File: src/rtl/cal_seq_ctrl.sv
// cal_seq_ctrl: sequencing controller for the calendar datapath.
// Owns the day-of-week/date/month registers, advances them once per day
// tick and commits host "set date" requests after a one-cycle validity check.
// Ticks that collide with a set request are held pending and applied later.
//
// Ports:
//   clk, rst_n          clock (rising edge), async active-low reset
//   day_tick            one-cycle pulse: advance one day
//   set_valid/set_ready host set request handshake (set_ready is combinational)
//   set_day/date/month  requested calendar values
//   set_yr_mod4         requested year mod 4 (used only with LEAP_YEAR_EN)
//   day_o/date_o/month_o current calendar values
//   upd                 one-cycle pulse: outputs changed
//   set_ok/set_err      one-cycle pulse: request committed/rejected
//   tick_lost           sticky: a tick was dropped (cleared by reset only)
//
// Optional feature macro: LEAP_YEAR_EN (tracks year mod 4, Feb has 29 days
// when yr_mod4 == 0).
module cal_seq_ctrl #(
    parameter int RESET_DAY = 0,
    parameter int FEB_DAYS  = 28
) (
    input  logic       clk,
    input  logic       rst_n,
    input  logic       day_tick,
    input  logic       set_valid,
    output logic       set_ready,
    input  logic [2:0] set_day,
    input  logic [4:0] set_date,
    input  logic [3:0] set_month,
    input  logic [1:0] set_yr_mod4,
    output logic [2:0] day_o,
    output logic [4:0] date_o,
    output logic [3:0] month_o,
    output logic       upd,
    output logic       set_ok,
    output logic       set_err,
    output logic       tick_lost
);

    typedef enum logic {IDLE, CHECK} state_t;

    state_t     state, state_next;
    logic       tick_pend, tick_pend_next;
    logic [2:0] sh_day;
    logic [4:0] sh_date;
    logic [3:0] sh_month;

    logic       accept, do_adv, do_commit, do_reject, drop;
    logic       sh_valid, cur_leap, sh_leap, month_end;
    logic [4:0] cur_len;
    logic [2:0] adv_day;
    logic [4:0] adv_date;
    logic [3:0] adv_month;

    function automatic logic [4:0] mdays(input logic [3:0] m, input logic leap);
        case (m)
            4'd1, 4'd3, 4'd5, 4'd7, 4'd8, 4'd10, 4'd12: mdays = 5'd31;
            4'd4, 4'd6, 4'd9, 4'd11:                    mdays = 5'd30;
            4'd2:    mdays = leap ? 5'd29 : 5'(FEB_DAYS);
            default: mdays = 5'd0;
        endcase
    endfunction

`ifdef LEAP_YEAR_EN
    logic [1:0] yr_mod4, sh_yr;
    logic       year_wrap;
    assign cur_leap  = (yr_mod4 == 2'd0);
    assign sh_leap   = (sh_yr == 2'd0);
    assign year_wrap = month_end && (month_o == 4'd12);
`else
    logic unused_yr;
    assign cur_leap  = 1'b0;
    assign sh_leap   = 1'b0;
    assign unused_yr = ^set_yr_mod4;
`endif

    assign set_ready = (state == IDLE) && !tick_pend;

    // Shadow validity; an out-of-range month yields mdays 0 and fails here too.
    assign sh_valid = (sh_day <= 3'd6) && (sh_month >= 4'd1) && (sh_month <= 4'd12) &&
                      (sh_date >= 5'd1) && (sh_date <= mdays(sh_month, sh_leap));

    assign cur_len   = mdays(month_o, cur_leap);
    assign month_end = (date_o == cur_len);
    assign adv_day   = (day_o == 3'd6) ? 3'd0 : day_o + 3'd1;
    assign adv_date  = month_end ? 5'd1 : date_o + 5'd1;
    assign adv_month = !month_end ? month_o : ((month_o == 4'd12) ? 4'd1 : month_o + 4'd1);

    always_ff @(posedge clk or negedge rst_n) begin
        if (!rst_n) state <= IDLE;
        else        state <= state_next;
    end

    always_comb begin
        state_next     = state;
        tick_pend_next = tick_pend;
        accept         = 1'b0;
        do_adv         = 1'b0;
        do_commit      = 1'b0;
        do_reject      = 1'b0;
        drop           = 1'b0;
        case (state)
            IDLE: begin
                // A set can only be accepted with no tick pending, so a
                // same-cycle tick is simply deferred behind it.
                if (set_valid && set_ready) begin
                    accept     = 1'b1;
                    state_next = CHECK;
                    if (day_tick) tick_pend_next = 1'b1;
                end else if (day_tick || tick_pend) begin
                    do_adv         = 1'b1;
                    tick_pend_next = tick_pend && day_tick;
                end
            end
            CHECK: begin
                state_next = IDLE;
                if (sh_valid) do_commit = 1'b1;
                else          do_reject = 1'b1;
                if (day_tick) begin
                    if (tick_pend) drop = 1'b1;
                    else           tick_pend_next = 1'b1;
                end
            end
            default: state_next = IDLE;
        endcase
    end

    always_ff @(posedge clk or negedge rst_n) begin
        if (!rst_n) begin
            day_o     <= 3'(RESET_DAY);
            date_o    <= 5'd1;
            month_o   <= 4'd1;
            sh_day    <= '0;
            sh_date   <= '0;
            sh_month  <= '0;
            tick_pend <= 1'b0;
            tick_lost <= 1'b0;
            upd       <= 1'b0;
            set_ok    <= 1'b0;
            set_err   <= 1'b0;
        end else begin
            upd       <= 1'b0;
            set_ok    <= 1'b0;
            set_err   <= 1'b0;
            tick_pend <= tick_pend_next;
            if (drop) tick_lost <= 1'b1;
            if (accept) begin
                sh_day   <= set_day;
                sh_date  <= set_date;
                sh_month <= set_month;
            end
            if (do_adv) begin
                day_o   <= adv_day;
                date_o  <= adv_date;
                month_o <= adv_month;
                upd     <= 1'b1;
            end
            if (do_commit) begin
                day_o   <= sh_day;
                date_o  <= sh_date;
                month_o <= sh_month;
                upd     <= 1'b1;
                set_ok  <= 1'b1;
            end
            if (do_reject) set_err <= 1'b1;
        end
    end

`ifdef LEAP_YEAR_EN
    always_ff @(posedge clk or negedge rst_n) begin
        if (!rst_n) begin
            yr_mod4 <= '0;
            sh_yr   <= '0;
        end else begin
            if (accept)                 sh_yr   <= set_yr_mod4;
            if (do_commit)              yr_mod4 <= sh_yr;
            else if (do_adv && year_wrap) yr_mod4 <= yr_mod4 + 2'd1;
        end
    end
`endif

endmodule
File: config.mk
export PLATFORM = sky130hd
export DESIGN_NAME = cal_seq_ctrl
export DESIGN_NICKNAME = d
export VERILOG_FILES = /design/src/rtl/cal_seq_ctrl.sv
export SDC_FILE = /design/constraint.sdc
export NUM_CORES = 1
export LEC_CHECK = 0
export BUFFER_PORTS_ARGS = -buffer_cell sky130_fd_sc_hd__buf_2
export CORE_MARGIN = 2
export CORE_UTILIZATION = 49
export CTS_CLUSTER_DIAMETER = 40
export DETAILED_ROUTE_END_ITERATION = 7
export HOLD_SLACK_MARGIN = 0.15
export PLACE_DENSITY = 0.75
export SETUP_SLACK_MARGIN = 0.02
export SLEW_MARGIN = 20
export SYNTH_ARGS = -nofsm -noshare
export SYNTH_HDL_FRONTEND = slang
export SYNTH_SLANG_ARGS = --single-unit
File: constraint.sdc
create_clock -name clk -period 2.7 [get_ports clk]
set_input_delay 0.675 -clock clk [delete_from_list [all_inputs] [get_ports clk]]
set_output_delay 0.675 -clock clk [all_outputs]
set_load 0.02 [all_outputs]
=== After elaboration in Yosys (flattened, before gate mapping) ===
Cells that the tools add are included.

* Logic and storage cells: 97
* Output and inout bits: 17
* Input port bits: 18
* Register bits: 30

* Bitwise operators: 1
* Eq/ne operators: 27
* Add/subtract/negate cells: 3
* Reductions and logical operators: 16
* Order comparisons: 5
* Multiplexer cells: 33

{| class="wikitable"
|+ Operator list
! kind !! count
|-
| equality test 4 bit, second input constant || 10
|-
| equality test 4 x 3 -> 1 bit, second input constant || 8
|-
| case mux 5 bit (3 select lines) || 2
|-
| two-way mux 1 bit || 19
|-
| equality test 4 x 2 -> 1 bit, second input constant || 4
|-
| two-way mux 4 bit || 4
|-
| two-way mux 5 bit || 3
|-
| OR reduction 7 bit || 2
|-
| two-way mux 3 bit || 3
|-
| equality test 4 x 1 -> 1 bit, second input constant || 2
|-
| OR reduction 4 bit || 2
|-
| logical AND 1 bit || 7
|-
| adder 5 x 1 -> 5 bit, second input constant || 1
|-
| equality test 5 bit || 1
|-
| greater-or-equal comparator 5 x 1 -> 1 bit, second input constant || 1
|-
| <= comparator 5 bit || 1
|-
| adder 4 x 1 -> 4 bit, second input constant || 1
|-
| greater-or-equal comparator 4 x 1 -> 1 bit, second input constant || 1
|-
| <= comparator 4 bit, second input constant || 1
|-
| case mux 1 bit (2 select lines) || 2
|-
| nonzero test 2 bit || 2
|-
| adder 3 x 1 -> 3 bit, second input constant || 1
|-
| equality test 3 bit, second input constant || 1
|-
| <= comparator 3 bit, second input constant || 1
|-
| other kinds (5) || 5
|}

=== Depth between registers and ports, before layout ===
* Word-level depth: 9
* Depth in mapped cells: 12
* Mapped depth without buffers: 11

=== Least setup slack after synthesis ===
Ideal clock, no wire load.

* Kind: register -> register
* From: register sh_month[2]
* To: register day_o[1]
* Stages on the path, launching flop included: 11
* Period minus slack after synthesis: 2574 ps
* Data required time: 2574 ps
* Setup time: 126 ps
* Buffers on the path: 0
* Slack: 126 ps
* Arrival: 2448 ps
* Cell sequence: dfrtp_1 or3_1 o21ai_1 ha_1 and3_1 o21a_1 o31ai_1 nand3_2 inv_2 o21ai_1 a221o_1

* Cells in the longest elaborated chain, start to end: 8
* Elaborated cells between the ends (all ways): 26
* Classes of those cells: order compare: 3; eq/ne: 12; mux: 4; reduce/logical: 7

{| class="wikitable"
|+ RTL lines
! what !! RTL line !! source
|-
| start, declared || 47 || <nowiki>logic [3:0] sh_month;</nowiki>
|-
| start signal, assigned || 151 || <nowiki>sh_month <= set_month;</nowiki>
|-
| equality test 4 x 1 -> 1 bit, or another cell as far along || 57 || <nowiki>case (m)</nowiki>
|-
| OR reduction 7 bit, or another cell as far along || 57 ||
|-
| case mux 5 bit (3 select lines) or logical AND 1 bit (tied branches) || 57, 81 ||
|-
| <= comparator 5 bit or logical AND 1 bit (tied branches) || 82, 81 ||
|-
| logical AND 1 bit (*) || 82 || <nowiki>(sh_date >= 5'd1) && (sh_date <= mdays(sh_month, sh_leap));</nowiki>
|-
| two-way mux 1 bit (*) || 118 || <nowiki>if (sh_valid) do_commit = 1'b1;</nowiki>
|-
| two-way mux 1 bit (*) || 103 || <nowiki>case (state)</nowiki>
|-
| two-way mux 3 bit or nonzero test 2 bit (tied branches) || -- ||
|-
| end signal, assigned || 131 || <nowiki>day_o <= 3'(RESET_DAY);</nowiki>
|-
| end signal, assigned || 154 || <nowiki>day_o <= adv_day;</nowiki>
|-
| end signal, assigned || 160 || <nowiki>day_o <= sh_day;</nowiki>
|-
| end, declared || 32 || <nowiki>output logic [2:0] day_o,</nowiki>
|}

Every way passes the cells marked *; elsewhere a longest branch is shown, timed or not.
A chain may end at the register's enable or synchronous reset.

=== Final worst setup path ===
Ends and elaborated chain as after synthesis.

==> results.ini <==
[die]
ios=35
die_h_um=63.5
die_area_um2=4030
fp-row-count=21
core-area_um2=3360
start_util_pct=51.6
die_w_um=63.5

[detailed_routing]
routedWlPerCell_um=14.0
top_layer=met4
route.detailed.drc=0
drtIter0Drc=39
wl_mm=3.59
vias=1467
dr_wl_met3_um=164
viasPerCell=5.71
dr.pass1.iters=4
met2_length_mm=1.79
wirelength_met1_mm=1.58
ant_nets=0

[synthesis]
synth-seq-cells=30
synth_enable_flop_cells=0
yosys-top-cells-area=dfrtp_1 40%, ha_1 7.2%, mux2_2 6.5%
seq_area_frac_synth_pct=43.4
synthArstFlopShare_pct=100
yosysWarnings=0
synth_top_cell_by_area=dfrtp_1
synth_top_cell_area_share_pct=40.4
yosysUniqueCellTypes=55
yosys_most_used_dff=dfrtp_1
synthTopCellsByCount=28 x dfrtp_1, 19 x nand2_1, 10 x ha_1, 10 x mux2_2, 8 x nor2_1
synthCells=170
yosysMostFrequentCell=dfrtp_1
synthesis.area_um2=1740
synthesis.nets=198
syn-mean-instance-area_um2=10.2

[global_route]
grt_pass1_vias=1366
grt_max_degree=31
track_usage_pct=19.8
antenna_found_initial=0
overflow=0
grt_pass1_wl_mm=6.24

[sta]
setup_viol=0
final.setup.tns_ns=0
rsz0062_at_grt=false
clock_skew_ns=0.0125
worst_pin_slew_ns=0.634
period_needed_ns=2.45
hold_ws_ns=0.349
timing.final.max_slew_violations=0
relSlewSlack_pct=57.7
hold_viol=0
clock.fmax_mhz=408
fin_crit_sh_pct=90.9

[min_path]
hold_class=input port to async pin

[pwr]
power_leakage_nw=0.920
powerDensity_nw_per_um2=1120
ir_worst_vdd_mv=0.489

[critical_path]
crit_chain=or3_1, o21ai_2, ha_1, and3_1, o21a_1, o31ai_2, nand3_2, inv_2, o21ai_1, a221o_1
path_buf_inv=1
cp-start-kind=flop
r2r_cells=10
cp_max_fo=4
required_ns=2.93
worstPathArrival_ns=2.68
critical-path-top-delay-family=compound AO/OA/AOI/OAI gates
path_depth=10
crit_type=flop to flop
critical_path.endpoint_type=flop
max_stage_delay_ns=0.40
cpMaxStageDelayCell=or3_1

[cells_and_area]
antennaDiodeCount=0
drive_gt1_share_pct=33.2
fin_nets=238
syn_to_final_growth_pct=16.9

[run]
max_cap_violations=0

[clocking]
clk_latency_ns=0.34
cts-root-buf=clkbuf_4
clk_pin_slew_worst_paths_ns=0.09
cts.sinks=30
cts_htree_levels=2
numCtsBuffers=5
clock_path_buffers=2
cts_tree=built

[place]
place_congestion=0.806
hpwl_mm=2.71
port_buffers=32

[outcome]
outcome=finished clean

flip-flops by register name, indices dropped and copies added, names as in the netlist:
signal,flops
day_o,3
set_err,1
sh_day,3
state,1
sh_month,4
tick_lost,1
set_ok,1
date_o,5
tick_pend,1
upd,1
sh_date,5
month_o,4
cell usage in the layout, fill, tap and decap left out, types with 2 or more instances in the layout:
cell / count
clkbuf_1: 3
inv_1: 6
nand2_1: 19
buf_2: 32
dfstp_2: 2
dfrtp_1: 28
nor2_1: 8
o21ai_0: 6
a31oi_1: 4
xnor2_1: 2
clkbuf_4: 5
ha_1: 10
nand3_1: 5
nor2b_1: 2
o211ai_1: 4
a21oi_1: 7
or3_1: 3
buf_4: 8
nor3b_1: 2
nor3_1: 3
o21ai_1: 5
o31ai_2: 2
and3_1: 2
mux2_2: 10
o21a_1: 4
kinds of logic (layout without fill, tap and decap cells):
| family | Yosys count | in the layout | synth area share, % |
|---|---|---|---|
| muxes | 11 | 11 | 7.07 |
| xor gates and xnor gates | 2 | 2 | 1.01 |
| adders and majority gates | 10 | 10 | 7.21 |
| and+or+nand+nor | 53 | 53 | 15.6 |
| buffers and inverters | 14 | 55 | 3.89 |
| AOI/OAI and AO/OA | 50 | 50 | 21.8 |
| DFF | 30 | 30 | 43.4 |
power breakdown:
| part | total [mW] | internal [mW] | switching, mW | leakage (nW) |
|---|---|---|---|---|
| clock | 0.250 | 0.104 | 0.147 | 0.0265 |
| combinational | 1.19 | 0.534 | 0.657 | 0.545 |
| sequential | 0.841 | 0.618 | 0.223 | 0.349 |
| total | 2.28 | 1.26 | 1.03 | 0.920 |
layout make-up:
| class | instances | area [um^2] |
|---|---|---|
| Inverter | 7 | 26.3 |
| Clock buffer | 8 | 48.8 |
| Sequential cell | 30 | 753 |
| Multi-Input combinational cell | 126 | 923 |
| Tap cell | 46 | 57.6 |
| Timing Repair Buffer | 40 | 220 |
| Fill cell | 325 | 1330 |
repair_timing:
| action | CTS | global route |
|---|---|---|
| hold buffers | 0 | 0 |
| buffers inserted | 0 | 0 |
| endpoints found under the setup margin | 0 | 11 |
| gates resized for setup | 0 | 2 |
path summary, 6_finish.rpt:
check | startpoint | to | slack [ns]
min in group clk | tick_lost$_DFFE_PN0P_ | tick_lost$_DFFE_PN0P_ | 0.50
max in group asynchronous | rst_n | upd$_DFF_PN0_ | 1.93
worst min register to register | tick_lost$_DFFE_PN0P_ | tick_lost$_DFFE_PN0P_ | 0.50
worst min-delay path | rst_n | set_err$_DFF_PN0_ | 0.35
worst max register to register | sh_month[2]$_DFFE_PN0P_ | day_o[1]$_DFFE_PN0P_ | 0.25
worst max-delay path | sh_month[2]$_DFFE_PN0P_ | day_o[1]$_DFFE_PN0P_ | 0.25
worst register-to-register path, stage by stage, from the launching register on:
cell and delay (ns):
dfrtp_1 0.38, or3_1 0.40, o21ai_2 0.22, ha_1 0.28
and3_1 0.18, o21a_1 0.11, o31ai_2 0.24, nand3_2 0.13
inv_2 0.08, o21ai_1 0.07, a221o_1 0.28
metrics by stage:
stage               instance area, um^2  power (mW)  std cells  util [%]  worst slack, ns
floorplan                          1740        1.70        170         -            0.126
global placement                   1970        1.95        249      58.6            0.110
detailed placement                 1970        2.03        249      58.6           0.0532
CTS                                2020        2.28        257      60.1           0.0392
global route                       2030        2.48        257      60.3           0.0855
finish                             2030        2.28        257      60.3            0.246
layer usage:
| metal | vias up | global-route usage [%] |
|---|---|---|
| li1 | 719 | - |
| met1 | 708 | 25.0 |
| met2 | 34 | 32.0 |
| met3 | 6 | 6.07 |
| met4 | 0 | 6.79 |
| met5 | - | 0 |
Note: power is estimated with default switching activity, not from simulation.
